File: src/rtl/gen_ramp_zoom_ctrl_if.sv
// Connection bundle between the zoom sequencer, the lock register bank and the ramp generator.
// The master side is the sequencer; the slave side is everything that surrounds it.
interface gen_ramp_zoom_ctrl_if #(
  parameter int R  = 14,
  parameter int CW = 16
);
  logic                 start;
  logic                 abort;
  logic signed [R-1:0]  center;
  logic [R-2:0]         span0;
  logic [CW-1:0]        periods_per_level;
  logic [3:0]           num_levels;
  logic [31:0]          step_base;
  logic                 trigger_low_in;
  logic signed [R-1:0]  ramp_low_lim;
  logic signed [R-1:0]  ramp_hig_lim;
  logic [31:0]          ramp_step;
  logic                 ramp_reset;
  logic                 ramp_enable;
  logic [3:0]           level;
  logic [CW-1:0]        period_cnt;
  logic                 busy;
  logic                 done;

  modport master (
    input  start, abort, center, span0, periods_per_level, num_levels, step_base,
           trigger_low_in,
    output ramp_low_lim, ramp_hig_lim, ramp_step, ramp_reset, ramp_enable, level,
           period_cnt, busy, done
  );

  modport slave (
    output start, abort, center, span0, periods_per_level, num_levels, step_base,
           trigger_low_in,
    input  ramp_low_lim, ramp_hig_lim, ramp_step, ramp_reset, ramp_enable, level,
           period_cnt, busy, done
  );
endinterface

File: src/rtl/gen_ramp_zoom_ctrl.sv
// Zoom-search sequencer for the triangular ramp generator: scans a window around a centre,
// halving the span and doubling the dwell after a set number of ramp periods per level.
module gen_ramp_zoom_ctrl #(
  parameter int R       = 14,
  parameter int CW      = 16,
  parameter int RST_CYC = 3
) (
  input  logic                         clk,
  input  logic                         rst,
  gen_ramp_zoom_ctrl_if.master         ctrlBus
);

  localparam int RCW = (RST_CYC > 1) ? $clog2(RST_CYC) : 1;
  localparam logic signed [R:0] MaxVal = {2'b00, {(R-1){1'b1}}};
  localparam logic signed [R:0] MinVal = {2'b11, {(R-1){1'b0}}};

  typedef enum logic [2:0] {IDLE, LOAD, RUN, NEXT, DONE} state_t;

  state_t               state_q, state_d;
  logic signed [R-1:0]  centerLat_q, centerLat_d;
  logic [R-2:0]         spanLat_q, spanLat_d;
  logic [CW-1:0]        periodsLat_q, periodsLat_d;
  logic [3:0]           levelsLat_q, levelsLat_d;
  logic [31:0]          baseLat_q, baseLat_d;
  logic [RCW-1:0]       rstCnt_q, rstCnt_d;
  logic                 trigPrev_q;
  logic signed [R-1:0]  lowLim_q, lowLim_d, higLim_q, higLim_d;
  logic [31:0]          step_q, step_d;
  logic                 rampReset_q, rampReset_d, rampEnable_q, rampEnable_d;
  logic [3:0]           level_q, level_d;
  logic [CW-1:0]        periodCnt_q, periodCnt_d;
  logic                 busy_q, busy_d, done_q, done_d;

  logic                 trigRise;
  logic [CW-1:0]        cntInc;
  logic [4:0]           lvlInc;
  logic                 enterLoad, enterNext;
  logic signed [R-1:0]  selCenter;
  logic [R-2:0]         selSpan;
  logic [3:0]           selLevel;
  logic [31:0]          selBase;
  logic [R-2:0]         shifted, half;
  logic signed [R:0]    lowWide, higWide;
  logic [46:0]          stepWide;
  logic signed [R-1:0]  newLow, newHig;
  logic [31:0]          newStep;

  function automatic logic signed [R-1:0] satR(input logic signed [R:0] v);
    if (v > MaxVal)      return MaxVal[R-1:0];
    else if (v < MinVal) return MinVal[R-1:0];
    else                 return v[R-1:0];
  endfunction

  // State, latched configuration and all registered outputs
  always_ff @(posedge clk) begin
    if (rst) begin
      state_q      <= IDLE;
      centerLat_q  <= '0;
      spanLat_q    <= '0;
      periodsLat_q <= '0;
      levelsLat_q  <= '0;
      baseLat_q    <= '0;
      rstCnt_q     <= '0;
      trigPrev_q   <= 1'b0;
      lowLim_q     <= '0;
      higLim_q     <= '0;
      step_q       <= '0;
      rampReset_q  <= 1'b0;
      rampEnable_q <= 1'b0;
      level_q      <= '0;
      periodCnt_q  <= '0;
      busy_q       <= 1'b0;
      done_q       <= 1'b0;
    end else begin
      state_q      <= state_d;
      centerLat_q  <= centerLat_d;
      spanLat_q    <= spanLat_d;
      periodsLat_q <= periodsLat_d;
      levelsLat_q  <= levelsLat_d;
      baseLat_q    <= baseLat_d;
      rstCnt_q     <= rstCnt_d;
      trigPrev_q   <= ctrlBus.trigger_low_in;
      lowLim_q     <= lowLim_d;
      higLim_q     <= higLim_d;
      step_q       <= step_d;
      rampReset_q  <= rampReset_d;
      rampEnable_q <= rampEnable_d;
      level_q      <= level_d;
      periodCnt_q  <= periodCnt_d;
      busy_q       <= busy_d;
      done_q       <= done_d;
    end
  end

  assign trigRise = ctrlBus.trigger_low_in & ~trigPrev_q;
  assign cntInc   = periodCnt_q + CW'(1);
  assign lvlInc   = {1'b0, level_q} + 5'd1;

  always_comb begin
    state_d = state_q;
    unique case (state_q)
      IDLE, DONE: if (ctrlBus.start) state_d = LOAD;
      LOAD:       if (rstCnt_q == '0) state_d = RUN;
      RUN: begin
        if (trigRise && (cntInc == periodsLat_q))
          state_d = (lvlInc < {1'b0, levelsLat_q}) ? NEXT : DONE;
      end
      NEXT:       state_d = RUN;
      default:    state_d = IDLE;
    endcase
    if (ctrlBus.abort) state_d = IDLE;
  end

  // A new window is computed from raw inputs at sequence start, otherwise from the latched copy
  always_comb begin
    enterLoad = (state_d == LOAD) && (state_q != LOAD);
    enterNext = (state_d == NEXT);
    if (enterLoad) begin
      selCenter = ctrlBus.center;
      selSpan   = ctrlBus.span0;
      selLevel  = 4'd0;
      selBase   = ctrlBus.step_base;
    end else begin
      selCenter = centerLat_q;
      selSpan   = spanLat_q;
      selLevel  = lvlInc[3:0];
      selBase   = baseLat_q;
    end
    shifted  = selSpan >> selLevel;
    half     = (shifted == '0) ? R'(1) : shifted;
    lowWide  = $signed({selCenter[R-1], selCenter}) - $signed({2'b00, half});
    higWide  = $signed({selCenter[R-1], selCenter}) + $signed({2'b00, half});
    newLow   = satR(lowWide);
    newHig   = satR(higWide);
    stepWide = {15'd0, selBase} << selLevel;
    newStep  = (|stepWide[46:32]) ? 32'hFFFF_FFFF : stepWide[31:0];
  end

  always_comb begin
    centerLat_d  = centerLat_q;
    spanLat_d    = spanLat_q;
    periodsLat_d = periodsLat_q;
    levelsLat_d  = levelsLat_q;
    baseLat_d    = baseLat_q;
    rstCnt_d     = rstCnt_q;
    lowLim_d     = lowLim_q;
    higLim_d     = higLim_q;
    step_d       = step_q;
    level_d      = level_q;
    periodCnt_d  = periodCnt_q;
    if (ctrlBus.abort) begin
      level_d     = '0;
      periodCnt_d = '0;
    end else if (enterLoad) begin
      centerLat_d  = ctrlBus.center;
      spanLat_d    = ctrlBus.span0;
      periodsLat_d = (ctrlBus.periods_per_level == '0) ? CW'(1) : ctrlBus.periods_per_level;
      levelsLat_d  = (ctrlBus.num_levels == '0) ? 4'd1 : ctrlBus.num_levels;
      baseLat_d    = ctrlBus.step_base;
      rstCnt_d     = RCW'(RST_CYC - 1);
      lowLim_d     = newLow;
      higLim_d     = newHig;
      step_d       = newStep;
      level_d      = '0;
      periodCnt_d  = '0;
    end else if (enterNext) begin
      lowLim_d    = newLow;
      higLim_d    = newHig;
      step_d      = newStep;
      level_d     = lvlInc[3:0];
      periodCnt_d = '0;
    end else begin
      if (state_q == LOAD && rstCnt_q != '0) rstCnt_d = rstCnt_q - RCW'(1);
      if (state_q == RUN && trigRise) periodCnt_d = cntInc;
    end
    rampReset_d  = (state_d == LOAD) || ctrlBus.abort;
    rampEnable_d = (state_d == RUN) || (state_d == NEXT) || (state_d == DONE);
    busy_d       = (state_d == LOAD) || (state_d == RUN) || (state_d == NEXT);
    done_d       = (state_d == DONE);
  end

  assign ctrlBus.ramp_low_lim = lowLim_q;
  assign ctrlBus.ramp_hig_lim = higLim_q;
  assign ctrlBus.ramp_step    = step_q;
  assign ctrlBus.ramp_reset   = rampReset_q;
  assign ctrlBus.ramp_enable  = rampEnable_q;
  assign ctrlBus.level        = level_q;
  assign ctrlBus.period_cnt   = periodCnt_q;
  assign ctrlBus.busy         = busy_q;
  assign ctrlBus.done         = done_q;

endmodule

File: src/flat_wrapper.sv
// flat-port wrapper written by rule: the top's interface ports become plain ports
module gen_ramp_zoom_ctrl_flat 
#(
  parameter int R       = 14,
  parameter int CW      = 16,
  parameter int RST_CYC = 3
)
  (clk, rst, ctrlBus_start, ctrlBus_abort, ctrlBus_center, ctrlBus_span0, ctrlBus_periods_per_level, ctrlBus_num_levels, ctrlBus_step_base, ctrlBus_trigger_low_in, ctrlBus_ramp_low_lim, ctrlBus_ramp_hig_lim, ctrlBus_ramp_step, ctrlBus_ramp_reset, ctrlBus_ramp_enable, ctrlBus_level, ctrlBus_period_cnt, ctrlBus_busy, ctrlBus_done);
  gen_ramp_zoom_ctrl_if #(.R(R), .CW(CW)) ctrlBus_i ();
  input  logic clk;
  input  logic rst;
  input wire logic [$bits(ctrlBus_i.start)-1:0] ctrlBus_start;
  input wire logic [$bits(ctrlBus_i.abort)-1:0] ctrlBus_abort;
  input wire logic [$bits(ctrlBus_i.center)-1:0] ctrlBus_center;
  input wire logic [$bits(ctrlBus_i.span0)-1:0] ctrlBus_span0;
  input wire logic [$bits(ctrlBus_i.periods_per_level)-1:0] ctrlBus_periods_per_level;
  input wire logic [$bits(ctrlBus_i.num_levels)-1:0] ctrlBus_num_levels;
  input wire logic [$bits(ctrlBus_i.step_base)-1:0] ctrlBus_step_base;
  input wire logic [$bits(ctrlBus_i.trigger_low_in)-1:0] ctrlBus_trigger_low_in;
  output wire logic [$bits(ctrlBus_i.ramp_low_lim)-1:0] ctrlBus_ramp_low_lim;
  output wire logic [$bits(ctrlBus_i.ramp_hig_lim)-1:0] ctrlBus_ramp_hig_lim;
  output wire logic [$bits(ctrlBus_i.ramp_step)-1:0] ctrlBus_ramp_step;
  output wire logic [$bits(ctrlBus_i.ramp_reset)-1:0] ctrlBus_ramp_reset;
  output wire logic [$bits(ctrlBus_i.ramp_enable)-1:0] ctrlBus_ramp_enable;
  output wire logic [$bits(ctrlBus_i.level)-1:0] ctrlBus_level;
  output wire logic [$bits(ctrlBus_i.period_cnt)-1:0] ctrlBus_period_cnt;
  output wire logic [$bits(ctrlBus_i.busy)-1:0] ctrlBus_busy;
  output wire logic [$bits(ctrlBus_i.done)-1:0] ctrlBus_done;
  assign ctrlBus_i.start = ctrlBus_start;
  assign ctrlBus_i.abort = ctrlBus_abort;
  assign ctrlBus_i.center = ctrlBus_center;
  assign ctrlBus_i.span0 = ctrlBus_span0;
  assign ctrlBus_i.periods_per_level = ctrlBus_periods_per_level;
  assign ctrlBus_i.num_levels = ctrlBus_num_levels;
  assign ctrlBus_i.step_base = ctrlBus_step_base;
  assign ctrlBus_i.trigger_low_in = ctrlBus_trigger_low_in;
  assign ctrlBus_ramp_low_lim = ctrlBus_i.ramp_low_lim;
  assign ctrlBus_ramp_hig_lim = ctrlBus_i.ramp_hig_lim;
  assign ctrlBus_ramp_step = ctrlBus_i.ramp_step;
  assign ctrlBus_ramp_reset = ctrlBus_i.ramp_reset;
  assign ctrlBus_ramp_enable = ctrlBus_i.ramp_enable;
  assign ctrlBus_level = ctrlBus_i.level;
  assign ctrlBus_period_cnt = ctrlBus_i.period_cnt;
  assign ctrlBus_busy = ctrlBus_i.busy;
  assign ctrlBus_done = ctrlBus_i.done;
  gen_ramp_zoom_ctrl #(.R(R), .CW(CW), .RST_CYC(RST_CYC)) u_core (.clk(clk), .rst(rst), .ctrlBus(ctrlBus_i));
endmodule
File: config.mk
export PLATFORM = sky130hd
export DESIGN_NAME = gen_ramp_zoom_ctrl_flat
export DESIGN_NICKNAME = d
export VERILOG_FILES = /design/src/rtl/gen_ramp_zoom_ctrl_if.sv /design/src/rtl/gen_ramp_zoom_ctrl.sv /design/src/flat_wrapper.sv
export SDC_FILE = /design/constraint.sdc
export NUM_CORES = 1
export LEC_CHECK = 0
export ABC_CLOCK_PERIOD_IN_PS = 5800
export BUFFER_PORTS_ARGS = -buffer_cell sky130_fd_sc_hd__buf_2
export CORE_MARGIN = 2
export CORE_UTILIZATION = 35
export CTS_CLUSTER_SIZE = 14
export DETAILED_ROUTE_END_ITERATION = 16
export GPL_TIMING_DRIVEN = 0
export PLACE_DENSITY = 0.63
export REMOVE_ABC_BUFFERS = 1
export SLEW_MARGIN = 20
export SYNTH_ARGS = -nofsm -noshare
export SYNTH_HDL_FRONTEND = slang
export SYNTH_SLANG_ARGS = --single-unit
File: constraint.sdc
create_clock -name clk -period 5.8 [get_ports clk]
set_input_delay 0.29 -clock clk [delete_from_list [all_inputs] [get_ports clk]]
set_output_delay 0.29 -clock clk [all_outputs]
set_load 0.005 [all_outputs]
==> results of run 1 <==
[power groups by stage]
stage / clock network [W] / logic [W] / registers, W
2_1_floorplan: 0 / 0.000375 / 0.00129
3_3_place_gp: 0 / 0.000584 / 0.00129
3_5_place_dp: 0 / 0.000582 / 0.00130
4_1_cts: 0.00116 / 0.000599 / 0.00127
5_1_grt: 0.00121 / 0.000680 / 0.00128
6_report: 0.00114 / 0.000615 / 0.00127
[layout by cell type (no fill, tap or decap), drive strengths merged, types with 8 or more instances in the layout]
master,netlist,routed
o21a,8,8
a31oi,11,11
a211oi,23,23
clkbuf,52,17
nand2,247,247
o211ai,21,21
xor2,20,20
nor3,41,41
mux4,27,27
nand4,11,11
ha,37,37
nor2,116,116
nand2b,13,13
xnor2,34,34
nor4,18,18
mux2i,35,35
nand3,34,36
dfxtp,169,169
a21oi,120,120
buf,46,194
nor2b,22,22
o21ai,61,61
inv,37,42
[critical path: stages (launching register included)]
cell       delay (ps)
dfxtp_4           440
ha_4              340
buf_16            260
mux2_2            390
a22oi_1           190
a21oi_1           120
nand2_1           210
inv_1             100
nor4_2            340
nand4_1           180
o31ai_2           320
ha_1              250
nor2b_1            60
o31a_1            290
o41ai_2           310
o21ai_1           220
o31ai_2           380
o2111ai_2         290
or2_2             460
o211ai_1          120
[sequential cells by signal, indices dropped and copies added (netlist names), 2 cells and up]
register and cells:
u_core.baseLat_q 32, u_core.centerLat_q 14, u_core.ctrlBus.level 4, u_core.ctrlBus.period_cnt 16, u_core.ctrlBus.ramp_hig_lim 14, u_core.ctrlBus.ramp_low_lim 14, u_core.ctrlBus.ramp_step 32, u_core.levelsLat_q 4
u_core.periodsLat_q 16, u_core.rstCnt_q 2, u_core.spanLat_q 13, u_core.state_q 3
[through the flow]
stage / TNS, ps / power [W] / hold slack [ps] / area (um^2) / util, %
2_1_floorplan: -828540 / 0.00166 / 359 / 10100 / -
3_3_place_gp: -2033840 / 0.00188 / 440 / 11400 / 38.5
3_5_place_dp: -21110 / 0.00188 / 446 / 11700 / 39.5
4_1_cts: 0 / 0.00303 / 66.6 / 12400 / 41.8
5_1_grt: 0 / 0.00317 / 81.0 / 12500 / 42.1
6_report: 0 / 0.00302 / 83.5 / 12500 / 42.1
[worst paths after layout]
kind | from | to | slack (ps)
max | u_core.ctrlBus.level[0] | u_core.ctrlBus.ramp_low_lim[6] | 370
max reg2reg | u_core.ctrlBus.level[0] | u_core.ctrlBus.ramp_low_lim[6] | 370
min reg2reg | u_core.spanLat_q[0] | u_core.spanLat_q[0] | 460
min | ctrlBus_step_base[14] | u_core.baseLat_q[14] | 80
[what timing repair did]
action	in CTS	in global routing
setup endpoints to repair	23	20
buffers inserted	1	3
cloned	2	0
pin swaps	1	3
gates resized for setup	14	8
[cell families (layout without fill, tap and decap cells)]
| group | Yosys count | count (layout) | synth area share [%] |
|---|---|---|---|
| AOI/OAI and AO/OA | 323 | 323 | 19.6 |
| xor gates and xnor gates | 54 | 54 | 4.50 |
| adders and majority gates | 39 | 39 | 4.78 |
| buffers and inverters | 135 | 263 | 5.36 |
| DFF | 169 | 169 | 32.2 |
| muxes | 68 | 68 | 9.75 |
| other | 0 | 1 | 0 |
| and+or+nand+nor | 550 | 552 | 23.8 |
[cell type report]
class | count | share of cell area (%)
multi-input combinational | 1036 | 54.2
sequential | 169 | 27.2
timing repair buffer | 194 | 8.89
tap | 390 | 3.91
clock buffer | 17 | 3.41
clock inverter | 15 | 1.31
inverter | 37 | 1.13
antenna | 1 | 0.0201
[per-layer routing]
layer / share of wire, % / GRT usage, %
met1: 47 / 29.4
met2: 45 / 33.7
met3: 5.2 / 3.51
met4: 2.0 / 5.77
met5: 0 / 0
==> flow_summary.json, run 1 <==
{
  "synth-seq-cells": 169,
  "synth.most_common_cell": "nand2_1",
  "synth_flop_cell": "dfxtp_1",
  "status": "finished, final reports clean",
  "netlist_top_cells_count": "nand2_1, dfxtp_1, a21oi_1, nor2_1, o21ai_0",
  "cts_root_buffer": "clkbuf_16",
  "drtIter0Drc": 797,
  "grt_first_pass_wirelength_mm": 52.2,
  "start_util_pct": 35.5,
  "worst_ir_drop_vdd_v": 0.000211,
  "p_sw_share_pct": 32.1,
  "cts.path.max_buffers": 2,
  "clk_pin_slew_ps": 80,
  "hold_path.class": "in -> reg",
  "ys_top_cells_by_area": "dfxtp_1, nand2_1, mux4_2",
  "portBuffers": 167,
  "drv_cap": 0,
  "multi_input_area_mm2": 0.00676,
  "vias": 10200,
  "cellPowerDensity_mw_per_mm2": 242,
  "syn_inst": 1338,
  "worst_slack_ps": 365,
  "synth_top_area_cell": "dfxtp_1",
  "worstPathMaxFanout": 56,
  "required_ps": 6160,
  "antenna_found_initial": 1,
  "ant_nets": 0,
  "core_mm2": 0.0296,
  "seq_area_frac_synth_pct": 32.2,
  "dp_hpwl_mm": 24.3,
  "hold_viol_final": 0,
  "fin_cells": 1859,
  "synth-warning-count": 0,
  "fmax_mhz": 184,
  "leakagePower_nw": 4.93,
  "clock_power_share_pct": 37.6,
  "start_kind": "flip-flop",
  "rr_worst_depth": 19,
  "wire_per_inst_um": 17.9,
  "arrival_ps": 5790,
  "pwr-share-comb_pct": 20.3,
  "slew_headroom_pct": 29.1,
  "num_rows": 63,
  "drv_slew": 0,
  "gp_congestion": 0.896,
  "syn_area_per_cell_um2": 7.86,
  "cts-buffers-inserted": 17,
  "setup_viol": 0,
  "syn2layout_area_growth_pct": 18.6,
  "nFillCells": 3086,
  "hold_depth": 3,
  "drc_errors": 0,
  "grt_max_degree": 96,
  "async_reset_ff_share_pct": 0,
  "dp_worst_setup_slack_ps": -1490,
  "seq_power_share_pct": 42.0,
  "synth_edf_count": 0,
  "wirelength_mm": 33.2,
  "finish.net_count": 1578,
  "period_share_pct": 93.7,
  "fin_crit_ps": 5430,
  "endpoint_kind": "flip-flop",
  "register_area_mm2": 0.00339,
  "cts_hold_buf": 0,
  "netlist-cell-type-count": 77,
  "synth_area_mm2": 0.0105,
  "drive_above_1_share_pct": 20.8,
  "fp.dieW_um": 177,
  "die-height_um": 177,
  "cts_tree": "yes",
  "rsz0062_at_grt": "no",
  "grt-ovfl-total": 0,
  "intPower_w": 0.00205,
  "numClockSinks": 169,
  "crit_type": "reg -> reg",
  "worstMarginPinSlew_ps": 1060,
  "clk_latency_ps": 440,
  "grtUsageTotal_pct": 21.1,
  "synth.top_cell.area_share_pct": 32.2,
  "die_area_mm2": 0.0315,
  "power.switching_w": 0.000971,
  "h-tree-depth": 4,
  "grt_pass1_vias": 9462,
  "viasPerCell": 5.51,
  "firstDrtPassIters": 5,
  "finClkSkew_ps": 15.9,
  "ios": 168,
  "numPlacedInstances": 1820
}
No activity file was read; power rests on OpenSTA's default activity.
==> inputs of run 2 (changes only) <==
--- a/config.mk
+++ b/config.mk
@@ -5,7 +5,7 @@
 export SDC_FILE = /design/constraint.sdc
 export NUM_CORES = 1
 export LEC_CHECK = 0
-export ABC_CLOCK_PERIOD_IN_PS = 5800
+export ABC_CLOCK_PERIOD_IN_PS = 6400
 export BUFFER_PORTS_ARGS = -buffer_cell sky130_fd_sc_hd__buf_2
 export CORE_MARGIN = 2
 export CORE_UTILIZATION = 35
==> constraint.sdc (replaced) <==
create_clock -name clk -period 6.4 [get_ports clk]
set_input_delay 0.32 -clock clk [delete_from_list [all_inputs] [get_ports clk]]
set_output_delay 0.32 -clock clk [all_outputs]
set_load 0.005 [all_outputs]
==> run 2 against run 1 <==
Largest cell class unchanged. Highest routed layer unchanged. Clock power fell by 9.6%. Setup slack improved by 67 ps. Sequential share of layout area rose by 0.18 points. Clock skew fell by 1.4 ps.
==> flow_summary.json, run 2 (synthesis gave the netlist of run 1 again) <==
{
  "h-tree-depth": 4,
  "cts_root_buffer": "clkbuf_16",
  "gr-max-usage-layer": "met2",
  "hold_depth": 3,
  "ios": 168,
  "portBuffers": 167,
  "antenna_found_initial": 1,
  "start_util_pct": 35.5,
  "placed_area_mm2": 0.0117,
  "setup_viol": 0,
  "drive_above_1_share_pct": 20.0,
  "finClkSkew_ps": 14.5,
  "finish.net_count": 1574,
  "wirelength_mm": 33.1,
  "cts_tree": "yes",
  "fin_tns_setup_ps": 0,
  "gp_congestion": 0.896,
  "grtUsageTotal_pct": 20.8,
  "grtUsageMet2_pct": 33.0,
  "crit_start": "u_core.state_q[1]",
  "worst_ir_drop_vdd_v": 0.000192,
  "clk_pin_slew_ps": 80,
  "rr_worst_depth": 17,
  "core_mm2": 0.0296,
  "cts.path.max_buffers": 2,
  "status": "finished, final reports clean",
  "dp_hpwl_mm": 24.3,
  "firstDrtPassIters": 5,
  "min_from": "ctrlBus_step_base[14]",
  "hold_viol_final": 0,
  "nFillCells": 3090,
  "fin_area_mm2": 0.0124,
  "die_area_mm2": 0.0315,
  "crit_type": "reg -> reg",
  "rsz0062_at_grt": "no",
  "critPathSlowestCell": "nand2_1",
  "grt-ovfl-total": 0,
  "vias": 10100,
  "grtUsageMet3_pct": 2.98,
  "fin_crit_ps": 5970,
  "die-height_um": 177,
  "slew_headroom_pct": 27.1,
  "required_ps": 6700,
  "endpoint_kind": "flip-flop",
  "leakagePower_nw": 4.89,
  "ant_nets": 0,
  "period_share_pct": 93.2,
  "cellPowerDensity_mw_per_mm2": 220,
  "worst_path_most_repeated_cell": "o31a_1",
  "grt_first_pass_wirelength_mm": 51.5,
  "path_cells": "nor2_1 -> nand3_4 -> buf_12 -> nand2_1 -> o221ai_1 -> nor4_1 -> nand4_1 -> o31ai_1 -> ha_1 -> nor2b_1 -> o31a_1 -> o41ai_1 -> o21ai_0 -> o31a_1 -> a211o_1 -> a31oi_4 -> o211ai_1",
  "worstMarginPinSlew_ps": 1080,
  "cpPeakStageDelay_ps": 590,
  "wire_per_inst_um": 17.8,
  "viasPerCell": 5.47,
  "fp.dieW_um": 177,
  "use_met1_pct": 29.2,
  "post-route-util_pct": 41.8,
  "drtIter0Drc": 810,
  "drc_errors": 0,
  "reg2reg_slack_ps": 430,
  "grt_pass1_vias": 9412,
  "layout_commonest_cell": "nand2_1",
  "clk_latency_ps": 440,
  "worstPathMaxFanout": 60,
  "numClockSinks": 169,
  "arrival_ps": 6270,
  "hold_path.class": "in -> reg",
  "start_kind": "flip-flop",
  "num_rows": 63,
  "syn2layout_area_growth_pct": 17.8,
  "regToRegStartpoint": "u_core.state_q[1]",
  "fmax_mhz": 168,
  "drv_slew": 0,
  "cts_hold_buf": 0,
  "final_cell_mix": "nand2_1, buf_2, dfxtp_1",
  "cts-buffers-inserted": 17,
  "grt_max_degree": 96,
  "drv_cap": 0
}
==> run 2: area by class of cell <==
class,instances,area [um^2],share of cell area [%]
antenna,1,2.50,0.0202
clock buffer,17,425,3.43
inverter,37,139,1.12
multi-input combinational,1035,6710,54.2
timing repair buffer,191,1070,8.66
sequential,169,3390,27.3
tap,390,488,3.94
clock inverter,15,164,1.32
==> run 2: routing by layer <==
layer	routed length, um	part of all wire (%)
met2	15100	46
met5	0	0
met3	1630	4.9
met4	672	2.0
met1	15700	47
==> run 2: timing repair <==
action / CTS / global route
endpoints found under the hold margin: 0 / 0
resized for setup: 5 / 6
gates cloned: 0 / 1
pin swaps: 0 / 1
buffers inserted: 1 / 0
setup endpoints to repair: 12 / 21
==> run 2: through the flow <==
step	instances	setup slack [ps]	total power [W]	hold slack, ps
finish	1855	432	0.00272	114
global route	1854	45.3	0.00286	113
CTS	1853	52.0	0.00274	96.6
detailed placement	1820	-892	0.00170	446
global placement	1797	-18230	0.00170	440
floorplan	1240	-8180	0.00151	389
==> run 2: report_power, final <==
part           internal, W  switching, W
Clock             0.000521      0.000508
Combinational     0.000221      0.000324
Sequential         0.00111     0.0000412
Total              0.00185      0.000873
==> run 2: critical path: cells and delay by family (launching register included) <==
kind	cells	cell delay, ps
simple gates	6	1770
flops	1	400
compound gates	9	3010
fa+ha+maj	1	270
buf+inv	1	340
==> run 2: worst paths after layout <==
| kind | to |
|---|---|
| worst min-delay path | u_core.baseLat_q[14] |
| worst min register to register | u_core.ctrlBus.ramp_hig_lim[13] |
| worst max register to register | u_core.ctrlBus.ramp_low_lim[6] |
| worst max-delay path | u_core.ctrlBus.ramp_low_lim[6] |
